<file path="src/rtl/parsing_bram_loader.sv">
// -----------------------------------------------------------------------------
// parsing_bram_loader
//
// Purpose:
//   Upstream feeder for the parsing stage. Accepts a valid/ready stream of
//   DW-bit words and writes them bank-major into NUM_BANK input BRAM banks
//   (DEPTH words per bank) through the parsing stage's write port. Once the
//   last word is written, it waits GAP cycles. It then raises a level start
//   flag that stays high until the next load request.
//
// Ports:
//   clk     in   system clock, all logic on the rising edge
//   rst     in   synchronous reset, active-high
//   iLoad   in   single-cycle request to begin a full load (IDLE or DONE only)
//   iValid  in   input word valid
//   oReady  out  loader can accept a word (state == LOAD)
//   iData   in   input word
//   oEna    out  one-hot bank enable, pulsed for one cycle per accepted word
//   oWea    out  one-hot bank write enable, identical to oEna
//   oAddra  out  write address within the selected bank
//   oDia    out  write data
//   oStart  out  level start to the parsing stage
//   oBusy   out  high while in LOAD or GAP
// -----------------------------------------------------------------------------
module parsing_bram_loader #(
  parameter int NUM_BANK = 16,
  parameter int DEPTH    = 128,
  parameter int AW       = 9,
  parameter int DW       = 128,
  parameter int GAP      = 10
) (
  input  logic                clk,
  input  logic                rst,
  input  logic                iLoad,
  input  logic                iValid,
  output logic                oReady,
  input  logic [DW-1:0]       iData,
  output logic [NUM_BANK-1:0] oEna,
  output logic [NUM_BANK-1:0] oWea,
  output logic [AW-1:0]       oAddra,
  output logic [DW-1:0]       oDia,
  output logic                oStart,
  output logic                oBusy
);

  // Counter widths. Guards keep the widths at one bit or more for degenerate sizes.
  localparam int BW = (NUM_BANK > 1) ? $clog2(NUM_BANK) : 1;
  localparam int CW = (DEPTH > 1)    ? $clog2(DEPTH)    : 1;
  localparam int GW = (GAP > 1)      ? $clog2(GAP)      : 1;

  localparam logic [BW-1:0]       LAST_BANK = BW'(NUM_BANK - 1);
  localparam logic [CW-1:0]       LAST_ADDR = CW'(DEPTH - 1);
  localparam logic [GW-1:0]       LAST_GAP  = GW'(GAP - 1);
  localparam logic [NUM_BANK-1:0] BANK0_SEL = NUM_BANK'(1'b1);
  localparam logic [BW-1:0]       BANK_INC  = BW'(1'b1);
  localparam logic [CW-1:0]       ADDR_INC  = CW'(1'b1);
  localparam logic [GW-1:0]       GAP_INC   = GW'(1'b1);

  typedef enum logic [1:0] {
    ST_IDLE = 2'd0,
    ST_LOAD = 2'd1,
    ST_GAP  = 2'd2,
    ST_DONE = 2'd3
  } state_t;

  state_t                r_state;
  logic [BW-1:0]         r_bank;
  logic [CW-1:0]         r_addr;
  logic [GW-1:0]         r_gap;
  logic [NUM_BANK-1:0]   r_ena;
  logic [AW-1:0]         r_addra;
  logic [DW-1:0]         r_dia;
  logic                  r_start;
  logic                  r_ready;
  logic                  r_busy;

  logic                  w_accept;
  logic                  w_last_addr;
  logic                  w_last_bank;
  logic [NUM_BANK-1:0]   w_bank_sel;

  // r_ready mirrors (state == LOAD), so a handshake can only happen in LOAD.
  assign w_accept    = iValid & r_ready;
  assign w_last_addr = (r_addr == LAST_ADDR);
  assign w_last_bank = (r_bank == LAST_BANK);
  // r_bank never exceeds LAST_BANK, so this shift always stays inside the vector.
  assign w_bank_sel  = BANK0_SEL << r_bank;

  // Loader FSM with counters and every registered output.
  always_ff @(posedge clk) begin
    if (rst) begin
      r_state <= ST_IDLE;
      r_bank  <= '0;
      r_addr  <= '0;
      r_gap   <= '0;
      r_ena   <= '0;
      r_addra <= '0;
      r_dia   <= '0;
      r_start <= 1'b0;
      r_ready <= 1'b0;
      r_busy  <= 1'b0;
    end else begin
      // The write strobe is a single-cycle pulse unless a word is accepted.
      // The address and data registers keep their last values.
      r_ena <= '0;
      case (r_state)
        ST_IDLE: begin
          if (iLoad) begin
            r_state <= ST_LOAD;
            r_bank  <= '0;
            r_addr  <= '0;
            r_ready <= 1'b1;
            r_busy  <= 1'b1;
          end
        end

        ST_LOAD: begin
          // iLoad is deliberately ignored here: a running load cannot restart.
          if (w_accept) begin
            r_ena   <= w_bank_sel;
            r_addra <= AW'(r_addr);
            r_dia   <= iData;
            if (w_last_addr) begin
              r_addr <= '0;
              if (w_last_bank) begin
                // The final word is accepted. oReady drops from the next cycle.
                r_state <= ST_GAP;
                r_gap   <= '0;
                r_ready <= 1'b0;
              end else begin
                r_bank <= r_bank + BANK_INC;
              end
            end else begin
              r_addr <= r_addr + ADDR_INC;
            end
          end
        end

        ST_GAP: begin
          // The gap counter runs 0..GAP-1. oStart rises on the edge that leaves GAP.
          // That edge comes GAP cycles after the final write pulse.
          if (r_gap == LAST_GAP) begin
            r_state <= ST_DONE;
            r_start <= 1'b1;
            r_busy  <= 1'b0;
          end else begin
            r_gap <= r_gap + GAP_INC;
          end
        end

        ST_DONE: begin
          if (iLoad) begin
            r_state <= ST_LOAD;
            r_bank  <= '0;
            r_addr  <= '0;
            r_start <= 1'b0;
            r_ready <= 1'b1;
            r_busy  <= 1'b1;
          end
        end

        default: begin
          // Recover from an illegal state encoding to a quiet IDLE.
          r_state <= ST_IDLE;
          r_bank  <= '0;
          r_addr  <= '0;
          r_gap   <= '0;
          r_start <= 1'b0;
          r_ready <= 1'b0;
          r_busy  <= 1'b0;
        end
      endcase
    end
  end

  assign oReady = r_ready;
  assign oBusy  = r_busy;
  assign oEna   = r_ena;
  assign oWea   = r_ena;
  assign oAddra = r_addra;
  assign oDia   = r_dia;
  assign oStart = r_start;

endmodule

</file>
<file path="config.mk">
export PLATFORM = sky130hd
export DESIGN_NAME = parsing_bram_loader
export DESIGN_NICKNAME = d
export VERILOG_FILES = /design/src/rtl/parsing_bram_loader.sv
export SDC_FILE = /design/constraint.sdc
export NUM_CORES = 1
export LEC_CHECK = 0
export BUFFER_PORTS_ARGS = -buffer_cell sky130_fd_sc_hd__buf_2
export CORE_ASPECT_RATIO = 1.4
export CORE_MARGIN = 2
export CORE_UTILIZATION = 46
export DETAILED_ROUTE_END_ITERATION = 10
export PLACE_DENSITY_LB_ADDON = 0.05
export SYNTH_ARGS = -nofsm -noshare
export SYNTH_HDL_FRONTEND = slang
export SYNTH_SLANG_ARGS = --single-unit
</file>
<file path="constraint.sdc">
create_clock -name clk -period 2.2 [get_ports clk]
set_input_delay 0.11 -clock clk [delete_from_list [all_inputs] [get_ports clk]]
set_output_delay 0.11 -clock clk [all_outputs]
set_load 0.05 [all_outputs]
</file>
==> report_table.html <==
<table>
<tr><th>Metric</th><th>Value</th></tr>
<tr><th colspan="2">Run status</th></tr>
<tr><td>Outcome</td><td>finished clean</td></tr>
<tr><th colspan="2">Pwr</th></tr>
<tr><td>Peak supply drop</td><td>approximately 520 uV</td></tr>
<tr><td>Sequential group share of total power</td><td>roughly 42%</td></tr>
<tr><td>Internal Pwr Total</td><td>around 5.5 mW</td></tr>
<tr><td>Switching share of power</td><td>a little under a third</td></tr>
<tr><td>Share of power burned in combinational logic</td><td>around a quarter</td></tr>
<tr><td>Clock group share of total power</td><td>34.3%</td></tr>
<tr><td>Switching pwr</td><td>about 2.5 mW</td></tr>
<tr><td>Power density of the placed cells</td><td>821.0 nW/um^2</td></tr>
<tr><td>Overall Power</td><td>roughly 8 mW</td></tr>
<tr><td>Leakage Power</td><td>around 4.3 nW</td></tr>
<tr><th colspan="2">Critical path</th></tr>
<tr><td>Data arrival time of the critical path</td><td>2.38 ns</td></tr>
<tr><td>Library cell contributing the largest single delay on the critical path</td><td>sky130_fd_sc_hd__or4_1</td></tr>
<tr><td>Required time at the worst-slack endpoint</td><td>between 2 and 3 ns</td></tr>
<tr><td>Peak per-stage delay on the critical path</td><td>~0.46 ns</td></tr>
<tr><td>List of cells traversed by the critical path</td><td>ha_1, nand3_4, a21o_1, buf_4, or4_1, a21oi_1</td></tr>
<tr><td>Type of the worst setup path</td><td>reg -&gt; reg</td></tr>
<tr><td>Max Fanout on Critical Path</td><td>8</td></tr>
<tr><td>Depth of the worst register-to-register path</td><td>6</td></tr>
<tr><td>Critical path endpoint category</td><td>register</td></tr>
<tr><td>Critical Path Start Type</td><td>register</td></tr>
<tr><th colspan="2">Route</th></tr>
<tr><td>Detailed Route Iter0 Violations</td><td>between 200 and 250</td></tr>
<tr><td>Detailed Routing Iterations Pass 1</td><td>5</td></tr>
<tr><td>Drt via density</td><td>between 4 and 5</td></tr>
<tr><td>Routed length per instance</td><td>between 10 and 15 um</td></tr>
<tr><td>Number of remaining DRC errors</td><td>0</td></tr>
<tr><td>Total routed wirelength</td><td>between 15,000 and 20,000 um</td></tr>
<tr><td>Final antenna-violating net count</td><td>0</td></tr>
<tr><td>Routed vias</td><td>approximately 6,700</td></tr>
<tr><th colspan="2">Placement</th></tr>
<tr><td>HPWL after detailed placement</td><td>roughly 12,000 um</td></tr>
<tr><td>Count of input and output buffers</td><td>301</td></tr>
<tr><td>Gpl congestion</td><td>around 0.8</td></tr>
<tr><th colspan="2">Global routing</th></tr>
<tr><td>Largest net degree at the start of global routing</td><td>74</td></tr>
<tr><td>Global-route wire length before repair</td><td>~30,000 um</td></tr>
<tr><td>Initial antenna violation count</td><td>0</td></tr>
<tr><td>Grt met3 use</td><td>roughly 8.9%</td></tr>
<tr><td>Total GRT Usage</td><td>between 20 and 30%</td></tr>
<tr><td>Total congestion overflow after global routing</td><td>0</td></tr>
<tr><td>Most used routing layer</td><td>met2</td></tr>
<tr><td>Met2 global-route usage</td><td>between 40 and 50%</td></tr>
<tr><td>Via count of the first global-routing pass</td><td>~6,400</td></tr>
<tr><td>Met1 usage in global routing</td><td>approximately 28%</td></tr>
<tr><th colspan="2">Logic synthesis</th></tr>
<tr><td>Count of flip-flops with a built-in enable after synthesis</td><td>0</td></tr>
<tr><td>Fraction of the yosys area taken by sequential cells</td><td>around 54%</td></tr>
<tr><td>Number of synthesized register bits</td><td>~170</td></tr>
<tr><td>Number of warning messages in the yosys log</td><td>0</td></tr>
<tr><td>Synthesized netlist cell count</td><td>just under 800</td></tr>
<tr><td>Top FF cell, synth</td><td>sky130_fd_sc_hd__dfxtp_1</td></tr>
<tr><td>Cell area after technology mapping</td><td>around 6300 um^2</td></tr>
<tr><td>Fraction of registers with async set or reset after synthesis</td><td>0%</td></tr>
<tr><td>Number of different library cells in the post-synthesis netlist</td><td>40</td></tr>
<tr><td>Avg Cell Area, Syn</td><td>approximately 8.0 um^2</td></tr>
<tr><th colspan="2">Floorplanning</th></tr>
<tr><td>Vertical die dimension</td><td>143.0 um</td></tr>
<tr><td>Initial standard-cell utilization of the core</td><td>47.19%</td></tr>
<tr><td>DIE AREA</td><td>approximately 15,000 um^2</td></tr>
<tr><td>Site Rows</td><td>50</td></tr>
<tr><td>I/O pin cnt</td><td>between 300 and 400</td></tr>
<tr><td>Core outline area</td><td>~13,000 um^2</td></tr>
<tr><td>Width of the die</td><td>around 100 um</td></tr>
<tr><th colspan="2">Clocking</th></tr>
<tr><td>Clock buffer count from CTS</td><td>17</td></tr>
<tr><td>Root buffer cell</td><td>sky130_fd_sc_hd__clkbuf_16</td></tr>
<tr><td>Clock transition at the registers of the reported paths</td><td>~0.07 ns</td></tr>
<tr><td>Number of H-tree branching levels</td><td>4</td></tr>
<tr><td>Post-cts hold buffer count</td><td>between 100 and 150</td></tr>
<tr><td>Clk_lat worst skew</td><td>0.42 ns</td></tr>
<tr><td>Post-CTS Repair Setup Buffers</td><td>0</td></tr>
<tr><td>TritonCTS clock tree</td><td>done</td></tr>
<tr><td>Maximum clock path buffer count</td><td>2</td></tr>
<tr><td>Clk sink count</td><td>approximately 170</td></tr>
<tr><td>Quantity of gates resized following cts</td><td>0</td></tr>
<tr><th colspan="2">Run</th></tr>
<tr><td>Maximum capacitance violations</td><td>0</td></tr>
<tr><th colspan="2">STA</th></tr>
<tr><td>Clock Skews</td><td>between 0.015 and 0.02 ns</td></tr>
<tr><td>RSZ-0062 raised after global routing</td><td>no</td></tr>
<tr><td>Final Hold Viols</td><td>0</td></tr>
<tr><td>Slew HR</td><td>56.40%</td></tr>
<tr><td>Maximum clock frequency</td><td>between 400 and 500 MHz</td></tr>
<tr><td>Final Max Tran Viols</td><td>0</td></tr>
<tr><td>Period utilization</td><td>~90%</td></tr>
<tr><td>Final total negative setup slack</td><td>0 ns</td></tr>
<tr><td>Setup violation total in the final timing report</td><td>0</td></tr>
<tr><td>Time the worst path needs with I/O delays and setup</td><td>a little over 2 ns</td></tr>
<tr><td>Tightest Pin Transition</td><td>approximately 0.65 ns</td></tr>
<tr><th colspan="2">Finish</th></tr>
<tr><td>Net count of the finished layout</td><td>between 1,000 and 1,500</td></tr>
<tr><td>Fraction of the core area covered by cells at the end of the flow</td><td>just over 70%</td></tr>
<tr><td>P&amp;R area growth vs syn</td><td>53.70%</td></tr>
<tr><td>Share of final-layout standard cells stronger than drive strength 1</td><td>slightly below 30%</td></tr>
<tr><td>N_diodes</td><td>0</td></tr>
<tr><th colspan="2">Worst hold path</th></tr>
<tr><td>Hold path depth</td><td>4</td></tr>
<tr><td>Min-Delay Path Class</td><td>in -&gt; reg</td></tr>
</table>
==> cells in the final DEF, fill, tap and decap left out, drive strengths merged, types with 3 or more instances in the layout <==
cell type	Yosys	routed
o21ai	9	9
dlygate4sd3	0	128
nand3b	3	3
and3	4	4
nor3	6	6
buf	26	316
ha	13	13
a31oi	3	3
nand2b	3	3
nand4b	3	3
nand2	286	286
clkinvlp	0	3
dfxtp	171	171
clkinv	0	6
a21oi	152	152
a211oi	3	3
nand3	9	9
clkbuf	45	19
inv	8	11
or4	3	3
nor2	21	21
==> metrics by stage <==
| stage | hold slack (ns) | instances | worst slack, ns | instance area [um^2] |
|---|---|---|---|---|
| final | 0.02348 | 1379 | 0.1611 | 9756 |
| after global routing | 0.01653 | 1379 | 0.01756 | 9756 |
| after CTS | 0.005762 | 1379 | 0.1458 | 9756 |
| after detailed placement | 0.3550 | 1220 | 0.1775 | 7931 |
| after global placement | 0.3507 | 1220 | 0.2237 | 7931 |
| after floorplan | 0.2460 | 793 | 0.1252 | 6351 |
==> cells in the mapped netlist (2+ instances only) <==
master                       n  area share (%)
sky130_fd_sc_hd__a21o_1      2            0.24
sky130_fd_sc_hd__and3_1      4            0.39
sky130_fd_sc_hd__nor3_1      6            0.47
sky130_fd_sc_hd__and2_1      2            0.20
sky130_fd_sc_hd__o21ai_0     9            0.71
sky130_fd_sc_hd__nand3b_1    3            0.35
sky130_fd_sc_hd__nand3_1     8            0.63
sky130_fd_sc_hd__a21oi_1   152              12
sky130_fd_sc_hd__a31oi_1     3            0.30
sky130_fd_sc_hd__a211oi_1    3            0.35
sky130_fd_sc_hd__o21bai_1    2            0.24
sky130_fd_sc_hd__nand2_1   286              17
sky130_fd_sc_hd__buf_1       5            0.30
sky130_fd_sc_hd__inv_1       8            0.47
sky130_fd_sc_hd__xnor2_1     2            0.28
sky130_fd_sc_hd__ha_1       13             2.6
sky130_fd_sc_hd__buf_2       3            0.24
sky130_fd_sc_hd__clkbuf_1   44             2.6
sky130_fd_sc_hd__o31ai_1     2            0.24
sky130_fd_sc_hd__dfxtp_1   171              54
sky130_fd_sc_hd__nor2_1     21             1.2
sky130_fd_sc_hd__nand4b_1    3            0.41
sky130_fd_sc_hd__or4_1       3            0.35
sky130_fd_sc_hd__nor2b_1     2            0.20
sky130_fd_sc_hd__buf_4      18             2.1
sky130_fd_sc_hd__nand2b_1    3            0.30
==> per-layer routing <==
metal  vias to the layer above  part of all wire, %
met5                         -                    0
met4                         0                  3.0
met3                        42                  7.0
met2                       233                   52
met1                      3056                   38
li1                       3363                    -
==> final cells by class <==
| cell class | instances | area [um^2] |
|---|---|---|
| fillers | 1051 | 3695 |
| well taps | 182 | 227.7 |
| inverters | 8 | 30.03 |
| clock inverters | 12 | 90.09 |
| repair buffers | 444 | 2953 |
| clock buffers | 19 | 452.9 |
| flip-flops and latches | 171 | 3423 |
| multi-input cells | 543 | 2579 |
==> sequential cells by signal, indices dropped and copies added (netlist names), 2 cells and up <==
signal / count
r_bank: 4
oEna: 16
oDia: 128
r_state: 2
oAddra: 7
r_gap: 4
r_addr: 7
==> path summary, 6_finish.rpt <==
path	start	to	slack, ns
worst max-delay path	r_state[0]$_SDFFE_PP0P_	r_addr[5]$_SDFFE_PP0P_	0.16
worst min-delay path	iLoad	oStart$_SDFFE_PP0P_	0.02
worst max register to register	r_state[0]$_SDFFE_PP0P_	r_addr[5]$_SDFFE_PP0P_	0.16
worst min register to register	oDia[123]$_SDFFE_PP0N_	oDia[123]$_SDFFE_PP0N_	0.45
==> worst max-delay path: cells and delay by family (launching register included) <==
family	cells	cell delay, ns
AOI/OAI and AO/OA	2	0.38
DFF	1	0.41
buffers and inverters	1	0.18
adders and majority gates	1	0.37
and+or+nand+nor	2	0.63
==> power groups by stage <==
| stage | clock network, mW | registers (mW) | logic [mW] |
|---|---|---|---|
| after floorplan | 0 | 3.84 | 0.737 |
| after global placement | 0 | 3.43 | 1.69 |
| after detailed placement | 0 | 3.44 | 1.69 |
| after CTS | 2.80 | 3.37 | 1.88 |
| after global routing | 2.94 | 3.39 | 2.04 |
| final | 2.75 | 3.37 | 1.89 |
==> logic make-up (layout without fill, tap and decap cells) <==
| logic type | Yosys count | after routing | synth area share [%] |
|---|---|---|---|
| AOI/OAI and AO/OA | 180 | 180 | 15.12 |
| xor gates and xnor gates | 2 | 2 | 0.2760 |
| adders and majority gates | 13 | 13 | 2.563 |
| buffers and inverters | 79 | 483 | 5.815 |
| DFF | 171 | 171 | 53.93 |
| muxes | 1 | 1 | 0.1774 |
| other | 1 | 2 | 0.05908 |
| and+or+nand+nor | 345 | 345 | 22.06 |
Power figures use the tool's default switching activity.
